===== src/rtl/ace_snoop_initiator.sv =====
// ACE snoop-channel initiator: issues a programmed burst of AC snoops, sinks CR/CD,
// and records per-snoop response latency plus protocol error flags.
module ace_snoop_initiator #(
  parameter int C_S_AXI_DATA_WIDTH = 32,
  parameter int C_ACE_DATA_WIDTH   = 128,
  parameter int C_ACE_ADDR_WIDTH   = 44,
  parameter int CD_BEATS           = 4
) (
  input  logic                          ace_aclk,
  input  logic                          ace_aresetn,
  input  logic [C_S_AXI_DATA_WIDTH-1:0] i_control_reg,
  input  logic [C_S_AXI_DATA_WIDTH-1:0] i_acsnoop_reg,
  input  logic [C_S_AXI_DATA_WIDTH-1:0] i_base_addr_reg,
  input  logic [C_S_AXI_DATA_WIDTH-1:0] i_stride_reg,
  input  logic [C_S_AXI_DATA_WIDTH-1:0] i_timeout_reg,
  output logic                          o_acvalid,
  input  logic                          i_acready,
  output logic [C_ACE_ADDR_WIDTH-1:0]   o_acaddr,
  output logic [3:0]                    o_acsnoop,
  output logic [2:0]                    o_acprot,
  input  logic                          i_crvalid,
  output logic                          o_crready,
  input  logic [4:0]                    i_crresp,
  input  logic                          i_cdvalid,
  output logic                          o_cdready,
  input  logic [C_ACE_DATA_WIDTH-1:0]   i_cddata,
  input  logic                          i_cdlast,
  output logic [C_S_AXI_DATA_WIDTH-1:0] o_status_reg,
  output logic [4:0]                    o_last_crresp,
  output logic [31:0]                   o_last_latency,
  output logic [31:0]                   o_max_latency,
  output logic [C_ACE_DATA_WIDTH-1:0]   o_first_beat,
  output logic [3:0]                    o_fsm_state
);

  typedef enum logic [3:0] {
    S_IDLE      = 4'd0,
    S_ISSUE     = 4'd1,
    S_WAIT_RESP = 4'd2,
    S_WAIT_CD   = 4'd3,
    S_NEXT      = 4'd4,
    S_DONE      = 4'd5
  } state_e;

  localparam logic [7:0] CD_BEATS_B = 8'(CD_BEATS);

  state_e                      state_q;
  logic [15:0]                 n_q;
  logic [15:0]                 count_q;
  logic [3:0]                  acsnoop_q;
  logic [2:0]                  acprot_q;
  logic [31:0]                 addr_q;
  logic [31:0]                 lat_q;
  logic [7:0]                  beats_q;
  logic                        data_done_q;
  logic                        done_q;
  logic [2:0]                  err_q;  // [0] timeout, [1] cdlast, [2] unexpected data
  logic                        acvalid_q;
  logic                        crready_q;
  logic                        cdready_q;
  logic [4:0]                  last_crresp_q;
  logic [31:0]                 last_lat_q;
  logic [31:0]                 max_lat_q;
  logic [C_ACE_DATA_WIDTH-1:0] first_beat_q;

  logic        en_s;
  logic [15:0] n_cfg_s;
  logic        cd_hs_s;
  logic        cr_hs_s;
  logic        timeout_hit_s;
  logic [7:0]  beats_inc_s;
  logic [7:0]  beats_now_s;
  logic        cd_err_s;
  logic        data_complete_s;
  logic [31:0] lat_inc_s;
  logic [15:0] count_inc_s;
  logic        unused_s;

  assign en_s            = i_control_reg[0];
  assign n_cfg_s         = i_control_reg[16:1];
  assign cd_hs_s         = i_cdvalid & cdready_q;
  assign cr_hs_s         = i_crvalid & crready_q;
  assign timeout_hit_s   = (i_timeout_reg != 32'd0) && (lat_q == i_timeout_reg);
  assign beats_inc_s     = (beats_q == 8'hFF) ? beats_q : beats_q + 8'd1;
  assign beats_now_s     = cd_hs_s ? beats_inc_s : beats_q;
  // A beat is in error if cdlast lands off the line boundary or data runs past it.
  assign cd_err_s        = cd_hs_s & ((i_cdlast & (beats_inc_s != CD_BEATS_B)) |
                                      (~i_cdlast & (beats_q >= CD_BEATS_B)));
  assign data_complete_s = data_done_q | (cd_hs_s & i_cdlast);
  assign lat_inc_s       = lat_q + 32'd1;
  assign count_inc_s     = count_q + 16'd1;
  assign unused_s        = ^{i_control_reg[31:17 + 3], i_acsnoop_reg[31:4]};

  // Snoop sequencer: control state, handshakes, latency and result capture.
  always_ff @(posedge ace_aclk or negedge ace_aresetn) begin
    if (!ace_aresetn) begin
      state_q       <= S_IDLE;
      n_q           <= 16'd0;
      count_q       <= 16'd0;
      acsnoop_q     <= 4'd0;
      acprot_q      <= 3'd0;
      addr_q        <= 32'd0;
      lat_q         <= 32'd0;
      beats_q       <= 8'd0;
      data_done_q   <= 1'b0;
      done_q        <= 1'b0;
      err_q         <= 3'd0;
      acvalid_q     <= 1'b0;
      crready_q     <= 1'b0;
      cdready_q     <= 1'b0;
      last_crresp_q <= 5'd0;
      last_lat_q    <= 32'd0;
      max_lat_q     <= 32'd0;
      first_beat_q  <= '0;
    end else begin
      case (state_q)
        S_IDLE: begin
          if (!en_s) begin
            done_q <= 1'b0;
            err_q  <= 3'd0;
          end else if (!done_q) begin
            n_q       <= n_cfg_s;
            acsnoop_q <= i_acsnoop_reg[3:0];
            acprot_q  <= i_control_reg[19:17];
            addr_q    <= i_base_addr_reg;
            count_q   <= 16'd0;
            err_q     <= 3'd0;
            max_lat_q <= 32'd0;
            if (n_cfg_s == 16'd0) begin
              state_q <= S_DONE;
            end else begin
              state_q   <= S_ISSUE;
              acvalid_q <= 1'b1;
            end
          end
        end
        S_ISSUE: begin
          if (acvalid_q && i_acready) begin
            acvalid_q   <= 1'b0;
            lat_q       <= 32'd0;
            beats_q     <= 8'd0;
            data_done_q <= 1'b0;
            crready_q   <= 1'b1;
            cdready_q   <= 1'b1;
            state_q     <= S_WAIT_RESP;
          end
        end
        S_WAIT_RESP, S_WAIT_CD: begin
          // Timeout wins over any handshake presented in the same cycle.
          if (timeout_hit_s) begin
            err_q[0]  <= 1'b1;
            crready_q <= 1'b0;
            cdready_q <= 1'b0;
            state_q   <= S_DONE;
          end else begin
            lat_q <= lat_inc_s;
            if (cd_hs_s) begin
              beats_q <= beats_inc_s;
              if (beats_q == 8'd0) begin
                first_beat_q <= i_cddata;
              end
              if (i_cdlast) begin
                data_done_q <= 1'b1;
              end
              if (cd_err_s) begin
                err_q[1] <= 1'b1;
              end
            end
            if (state_q == S_WAIT_CD) begin
              if (cd_hs_s && i_cdlast) begin
                cdready_q <= 1'b0;
                state_q   <= S_NEXT;
              end
            end else if (cr_hs_s) begin
              last_crresp_q <= i_crresp;
              last_lat_q    <= lat_inc_s;
              if (lat_inc_s > max_lat_q) begin
                max_lat_q <= lat_inc_s;
              end
              crready_q <= 1'b0;
              if (i_crresp[0] && !data_complete_s) begin
                state_q <= S_WAIT_CD;
              end else begin
                if (!i_crresp[0] && (beats_now_s != 8'd0)) begin
                  err_q[2] <= 1'b1;
                end
                cdready_q <= 1'b0;
                state_q   <= S_NEXT;
              end
            end
          end
        end
        S_NEXT: begin
          count_q <= count_inc_s;
          addr_q  <= addr_q + i_stride_reg;
          if (count_inc_s == n_q) begin
            state_q <= S_DONE;
          end else begin
            state_q   <= S_ISSUE;
            acvalid_q <= 1'b1;
          end
        end
        S_DONE: begin
          done_q  <= 1'b1;
          state_q <= S_IDLE;
        end
        default: begin
          acvalid_q <= 1'b0;
          crready_q <= 1'b0;
          cdready_q <= 1'b0;
          state_q   <= S_IDLE;
        end
      endcase
    end
  end

  assign o_acvalid      = acvalid_q;
  assign o_acaddr       = {{(C_ACE_ADDR_WIDTH-32){1'b0}}, addr_q};
  assign o_acsnoop      = acsnoop_q;
  assign o_acprot       = acprot_q;
  assign o_crready      = crready_q;
  assign o_cdready      = cdready_q;
  assign o_status_reg   = {count_q, 11'd0, (state_q != S_IDLE), err_q, done_q};
  assign o_last_crresp  = last_crresp_q;
  assign o_last_latency = last_lat_q;
  assign o_max_latency  = max_lat_q;
  assign o_first_beat   = first_beat_q;
  assign o_fsm_state    = state_q;

endmodule


===== config.mk =====
export PLATFORM = sky130hd
export DESIGN_NAME = ace_snoop_initiator
export DESIGN_NICKNAME = d
export VERILOG_FILES = /design/src/rtl/ace_snoop_initiator.sv
export SDC_FILE = /design/constraint.sdc
export NUM_CORES = 1
export LEC_CHECK = 0
export CORE_AREA = 2 2 230 232
export DETAILED_ROUTE_END_ITERATION = 10
export DIE_AREA = 0 0 232 234
export PLACE_DENSITY = 0.67
export SLEW_MARGIN = 15
export SYNTH_ARGS = -nofsm -noshare
export SYNTH_HDL_FRONTEND = slang
export SYNTH_SLANG_ARGS = --single-unit

===== constraint.sdc =====
create_clock -name ace_aclk -period 3.5 [get_ports ace_aclk]
set_input_delay 0.7 -clock ace_aclk [delete_from_list [all_inputs] [get_ports ace_aclk]]
set_output_delay 0.7 -clock ace_aclk [all_outputs]
set_load 0.005 [all_outputs]

==> qor.txt, run 1 <==
Peak Freq: 257 MHz
Reg2Reg Capture Point: o_max_latency[23]
FF+latch count, synth: 319
CP Capture Type: flop
WL final: 59,000 µm
vias in the first global route: 15,400
Clock Sink Count: 319
failing checks: negative setup slack
Critical Path AT: 4.36 ns
RSZ-0062 raised after global routing: true
Fin. Hold Viols: 0
Cells after Synth: 1,668
Syn Area/Cell: 10.3 µm²
CTS Hold Buffers Added: 0
Die H: 234 µm
CTS Buf Count: 39
fraction of layout cells with a size suffix above 1: 0.188
Syn Std Cell Area: 17,200 µm²
grt total ovfl: 0
htree depth: 2
routed length per instance: 19.4 µm
I/O pin cnt: 586
Rel. slew slack: 0.428
Final Util: 0.502
Place WS: -0.571 ns
Cell variety after synth: 74
die width: 232 µm
number of flops mapped to enable cells by yosys: 0
min Tclk post-route: 3.89 ns
antenna-violating nets left: 0
switch share: 0.268
FF-to-FF path depth: 18
Reg-to-Reg Start: lat_q[8]
Clock Skew: 0.0215 ns
VDD IR max: 242 µV
Final Wtd Congestion: 0.895
Max Root-Sink Buffers: 3
Worst Max-Slew Pin Slew: 0.858 ns
Seq pwr share: 0.394
starting density of the core: 0.331
TritonRoute pass-1 iters: 5
clock network power share: 0.413
# DRC: 0
Tot GR Track Use: 0.209
Nets: 2,688
fin crit share: 1.11
Ys Warns: 0
Root Buffer: clkbuf_16
Top FF cell, synth: dfrtp_1
CTS tree: yes
pin count of the biggest net entering global routing: 93
Async SR Flop Fraction: 1.00
# rows: 84
worst min path class: primary input to async pin
sequential fraction of the synthesis area: 0.463
CP Class: flop to flop
Net Sw Power: 2.75 mW
setup tns final: -11.69 ns
WP data required: 3.98 ns
Non-Filler Instances: 3,039
final-report setup violation count: 32
CTS clk-pin slew, worst paths: 0.06 ns
PnR worst setup slack: -0.386 ns
CP max FO: 6
Vias/cell: 5.02
flop-to-flop setup slack: -0.39 ns
synthesis-to-layout area growth: 51.6%
most common cell after layout, fill and taps aside: clkdlybuf4s50_1
status: complete, but fails checks
first-pass GRT wire length: 89,000 µm
Clk Latency, worst-skew pair: 0.55 ns
Power Dens Cells: 393 nW/µm²
die area: 54,300 µm²
DRT iter0 DRCs: 802
Final Max Slew Viols: 0
P_leak: 11.9 nW
Core Area: 52,000 µm²
port bufs: 521
max_cap viols: 0
initial antenna violation count: 4
critical path launch point type: flop
via count: 15,200
Power Total: 10.3 mW
Logic pwr share: 0.193
most frequent cells in the layout: clkdlybuf4s50_1 (520), dfrtp_1 (317), nand2_1 (193)
Detailed Place HPWL: 44,000 µm
cell-internal power: 7.51 mW
Placed Cells incl. Taps: 2,952
==> power by group through the flow <==
stage | Sequential [mW] | Combinational [mW] | Clock, mW
after floorplan | 4.07 | 0.943 | 0
after global placement | 4.10 | 1.92 | 0
after detailed placement | 4.11 | 1.97 | 0
after CTS | 4.04 | 1.98 | 4.35
after global routing | 4.07 | 2.16 | 4.50
final | 4.04 | 1.98 | 4.24
==> worst max-delay path by stage <==
stage                     slack, ns  startpoint                 to
after floorplan                0.01   lat_q[11]   o_max_latency[7]
after global placement        -0.50    lat_q[8]  o_max_latency[16]
after detailed placement      -0.57    lat_q[8]  o_max_latency[18]
after CTS                     -0.32   lat_q[11]   o_max_latency[3]
after global routing          -0.53    lat_q[8]  o_max_latency[21]
final                         -0.39    lat_q[8]  o_max_latency[23]
==> registers in the layout (all words and copies together) (netlist names) <==
signal,flops
o_acsnoop,4
o_acprot,3
o_acvalid,1
o_cdready,1
o_last_crresp,5
lat_q,32
addr_q,32
count_q,16
data_done_q,1
o_crready,1
beats_q,8
err_q,3
o_fsm_state,3
o_max_latency,32
o_first_beat,128
o_last_latency,32
done_q,1
n_q,16
==> critical path, stage by stage (launching register included) <==
cell	delay (ns)
dfrtp_1	0.39
nand3_4	0.10
nor2_4	0.13
nand2_2	0.07
or3_4	0.44
nor2_4	0.16
nand3_4	0.16
buf_6	0.18
xnor2_4	0.15
ha_4	0.27
nand4_1	0.26
nor3_4	0.27
nand2_2	0.12
nor4_4	0.29
nor3_2	0.09
a31o_2	0.31
nand2_8	0.14
clkbuf_16	0.18
o2bb2ai_2	0.10
==> metal layers <==
metal | track usage | up-vias | wire length [µm]
met5 | 0 | - | 13
met4 | 0.0819 | 2 | 2150
met3 | 0.0457 | 119 | 3910
met2 | 0.359 | 546 | 28600
met1 | 0.257 | 7459 | 24300
li1 | - | 7116 | -
==> synthesized netlist by cell type (8+ instances only) <==
| master | n | area [µm²] |
|---|---|---|
| nor4_1 | 26 | 163 |
| o21ai_0 | 118 | 591 |
| and3_1 | 17 | 106 |
| dfrtp_1 | 319 | 7980 |
| o22ai_1 | 15 | 93.8 |
| nor3_1 | 19 | 95.1 |
| mux2i_1 | 9 | 90.1 |
| xor2_1 | 74 | 648 |
| a21oi_1 | 98 | 490 |
| xnor2_1 | 42 | 368 |
| a21o_1 | 29 | 218 |
| mux2_1 | 16 | 180 |
| nor2b_1 | 10 | 62.6 |
| nand4_1 | 17 | 106 |
| mux2_4 | 100 | 1500 |
| nand2b_1 | 9 | 56.3 |
| buf_4 | 26 | 195 |
| a31oi_1 | 14 | 87.6 |
| nand3_1 | 39 | 195 |
| buf_2 | 17 | 85.1 |
| o31ai_1 | 8 | 60.1 |
| inv_1 | 86 | 323 |
| nor2_1 | 89 | 334 |
| ha_1 | 67 | 838 |
| or3_1 | 15 | 93.8 |
| clkbuf_1 | 43 | 161 |
| o2bb2ai_1 | 33 | 289 |
| mux2_2 | 18 | 203 |
| nand2_1 | 199 | 747 |
| buf_6 | 15 | 169 |
==> metrics by stage <==
| step | area (µm²) | hold WS, ns |
|---|---|---|
| 2_1_floorplan | 17500 | 0.404 |
| 3_3_place_gp | 24200 | 0.462 |
| 3_5_place_dp | 24200 | 0.470 |
| 4_1_cts | 25900 | 0.213 |
| 5_1_grt | 26100 | 0.233 |
| 6_report | 26100 | 0.190 |
==> kinds of logic (layout without fill, tap and decap cells) <==
| kind of cell | Yosys count | after routing | synth area share |
|---|---|---|---|
| xor gates and xnor gates | 116 | 116 | 0.0590 |
| AOI/OAI and AO/OA | 370 | 370 | 0.135 |
| buffers and inverters | 190 | 848 | 0.0548 |
| muxes | 143 | 143 | 0.115 |
| adders and majority gates | 68 | 68 | 0.0498 |
| DFF | 319 | 319 | 0.463 |
| and+or+nand+nor | 461 | 461 | 0.124 |
| other | 1 | 26 | 0.000218 |
==> final cells by class <==
cell class | count | area, µm²
diodes | 2 | 5.00
repair buffers | 692 | 6700
well taps | 688 | 861
inverters | 87 | 327
multi-input cells | 1182 | 8900
clock buffers | 53 | 1140
flip-flops and latches | 319 | 7990
clock inverters | 16 | 200
fillers | 4652 | 25900
==> timing repair <==
item / in CTS / in global routing
endpoints found under the hold margin: 0 / 0
pin swaps: 10 / 17
buffers inserted: 9 / 6
endpoints found under the setup margin: 32 / 32
cloned: 2 / 1
gates resized for setup: 34 / 30
Note: power is estimated with default switching activity, not from simulation.
==> run 2: changes to the inputs <==
CTS_CLUSTER_DIAMETER = 200   (was unset)
==> results of run 2 <==
The final DEF is identical to that of run 1; final timing and power are the same.
==> run 3: changes to the inputs <==
SKIP_CTS_REPAIR_TIMING = 1   (was unset)
==> qor.txt, run 3 (same netlist as run 1, synthesis figures left out) <==
Rel. slew slack: 0.419 (-0.00917)
Peak Freq: 260 MHz (+0.84%)
critical path launch point type: flop
antenna-violating nets left: 0 (unchanged)
min Tclk post-route: 3.85 ns (-0.0326 ns)
most common cell after layout, fill and taps aside: clkdlybuf4s50_1
TritonRoute pass-1 iters: 7 (+2)
CTS tree: yes
CTS clk-pin slew, worst paths: 0.06 ns (about the same)
CP max FO: 6 (unchanged)
final-report setup violation count: 32 (unchanged)
port bufs: 521 (unchanged)
Root Buffer: clkbuf_16
Non-Filler Instances: 3,036 (-0.099%)
most frequent cells in the layout: clkdlybuf4s50_1 (520), dfrtp_1 (317), nand2_1 (194)
CP Capture Type: flop
worst min path class: primary input to async pin
# rows: 84 (unchanged)
Seq pwr share: 0.394 (about the same)
most used routing layer: met2
RSZ-0062 raised after global routing: true
# DRC: 0 (unchanged)
VDD IR max: 242 µV (+0.37%)
status: complete, but fails checks
WP data required: 3.96 ns (-0.02 ns)
first-pass GRT wire length: 87,900 µm (-1.2%)
htree depth: 2 (unchanged)
fraction of layout cells with a size suffix above 1: 0.176 (-0.0121)
Tot GR Track Use: 0.206 (-0.00289)
CTS Buf Count: 39 (unchanged)
final instance area: 25,900 µm² (-0.71%)
Clock Skew: 0.0203 ns (-0.00118 ns)
Detailed Place HPWL: 44,000 µm (unchanged)
starting density of the core: 0.331 (unchanged)
CP Class: flop to flop
PnR worst setup slack: -0.353 ns (+0.0326 ns)
fin crit share: 1.10 (-0.00930)
cell-internal power: 7.51 mW (about the same)
final hold slack: 0.198 ns (+0.00759 ns)
DRT iter0 DRCs: 856 (+6.7%)
I/O pin cnt: 586 (unchanged)
max_cap viols: 0 (unchanged)
Nets: 2,685 (-0.11%)
Core Area: 52,000 µm² (unchanged)
Logic pwr share: 0.193 (about the same)
Vias/cell: 5.02 (+0.13%)
die width: 232 µm (unchanged)
failing checks: negative setup slack
met3 usage: 0.0451 (-0.000608)
Power Dens Cells: 395 nW/µm² (+0.72%)
placed inst area: 24,200 µm² (unchanged)
Placed Cells incl. Taps: 2,952 (unchanged)
Clk Latency, worst-skew pair: 0.55 ns (about the same)
Die H: 234 µm (unchanged)
Max Root-Sink Buffers: 3 (unchanged)
WL final: 58,800 µm (-0.31%)
Clock Sink Count: 319 (unchanged)
pin count of the biggest net entering global routing: 93 (unchanged)
P_leak: 11.8 nW (-0.25%)
synthesis-to-layout area growth: 50.5%
clock network power share: 0.413 (about the same)
Final Wtd Congestion: 0.895 (unchanged)
vias in the first global route: 15,200 (-1.1%)
Largest register FFs: 128 (unchanged)
met2 Use GR: 0.351 (-0.00746)
via count: 15,200 (+0.026%)
routed length per instance: 19.4 µm (-0.21%)
die area: 54,300 µm² (unchanged)
# fillers: 4,683 (+0.67%)
Worst Max-Slew Pin Slew: 0.872 ns (+0.0137 ns)
met1 usage: 0.256 (-0.000847)
grt total ovfl: 0 (unchanged)
Fin. Hold Viols: 0 (unchanged)
switch share: 0.268 (about the same)
Critical Path AT: 4.32 ns (-0.04 ns)
Net Sw Power: 2.75 mW (about the same)
Final Util: 0.499 (-0.00356)
Final Max Slew Viols: 0 (unchanged)
initial antenna violation count: 4 (unchanged)
## run 3: cell types whose count changed in the layout (fill, tap and decap cells not counted), moves of 2 or more
cell,delta
buf_4,-3
nor2_4,-2
xor2_1,+2
nor2_2,+2
clkbuf_16,+2
xor2_2,-2
o2bb2ai_1,+20
buf_12,-2
o2bb2ai_2,-20
## run 3: layout make-up
class                      instances  area [µm²]  area share
inverter                          87         327      0.0126
multi-input combinational       1182        8730       0.337
clock buffer                      53        1140      0.0439
tap                              688         861      0.0332
clock inverter                    16         200     0.00772
antenna                            2        5.00    0.000193
sequential                       319        7990       0.308
timing repair buffer             689        6690       0.258
## run 3: power groups by stage
stage | clock, mW | sequential, mW | combinational (mW)
4_1_cts | 4.35 | 4.04 | 1.98
3_3_place_gp | 0 | 4.10 | 1.92
5_1_grt | 4.50 | 4.07 | 2.16
3_5_place_dp | 0 | 4.11 | 1.97
6_report | 4.23 | 4.04 | 1.98
2_1_floorplan | 0 | 4.07 | 0.943
## run 3: final timing paths
| path | from | to | slack, ns | cells past startpoint |
|---|---|---|---|---|
| min | ace_aresetn | o_acsnoop[1] | 0.20 | 1 |
| max reg2reg | lat_q[8] | o_max_latency[25] | -0.35 | 20 |
| min reg2reg | o_acprot[0] | o_acprot[0] | 0.48 | 2 |
| max | lat_q[8] | o_max_latency[25] | -0.35 | 20 |
| max in group asynchronous | ace_aresetn | o_last_latency[20] | 2.47 | 2 |
| min in group ace_aclk | o_acprot[0] | o_acprot[0] | 0.48 | 2 |
## run 3: per-layer routing
metal	share of wire	wire length, µm
met1	0.41	24300
met2	0.49	28500
met3	0.065	3830
met4	0.037	2170
met5	0.00022	13
## run 3: stage by stage
step                      power [mW]  worst slack, ns  setup TNS (ns)
final                           10.3           -0.353          -10.16
after global routing            10.7           -0.558          -16.74
after CTS                       10.4           -0.611          -18.71
after detailed placement        6.07           -0.571          -58.16
after global placement          6.02           -0.504          -54.10
after floorplan                 5.01          0.00989               0
## run 3: worst max-delay path, stage by stage, from the launching register on
cell,delay [ns]
dfrtp_1,0.38
nand3_4,0.10
nor2_4,0.13
nand2_2,0.08
or3_4,0.38
nor2_4,0.13
nand3_4,0.16
nor2_4,0.19
nand2_2,0.09
xor2_2,0.22
inv_2,0.07
ha_4,0.29
nand3_4,0.07
nor3_2,0.18
nand2_2,0.12
nor4_4,0.36
nor3_2,0.09
a31o_2,0.30
nand2_8,0.13
clkbuf_16,0.17
o2bb2ai_1,0.12
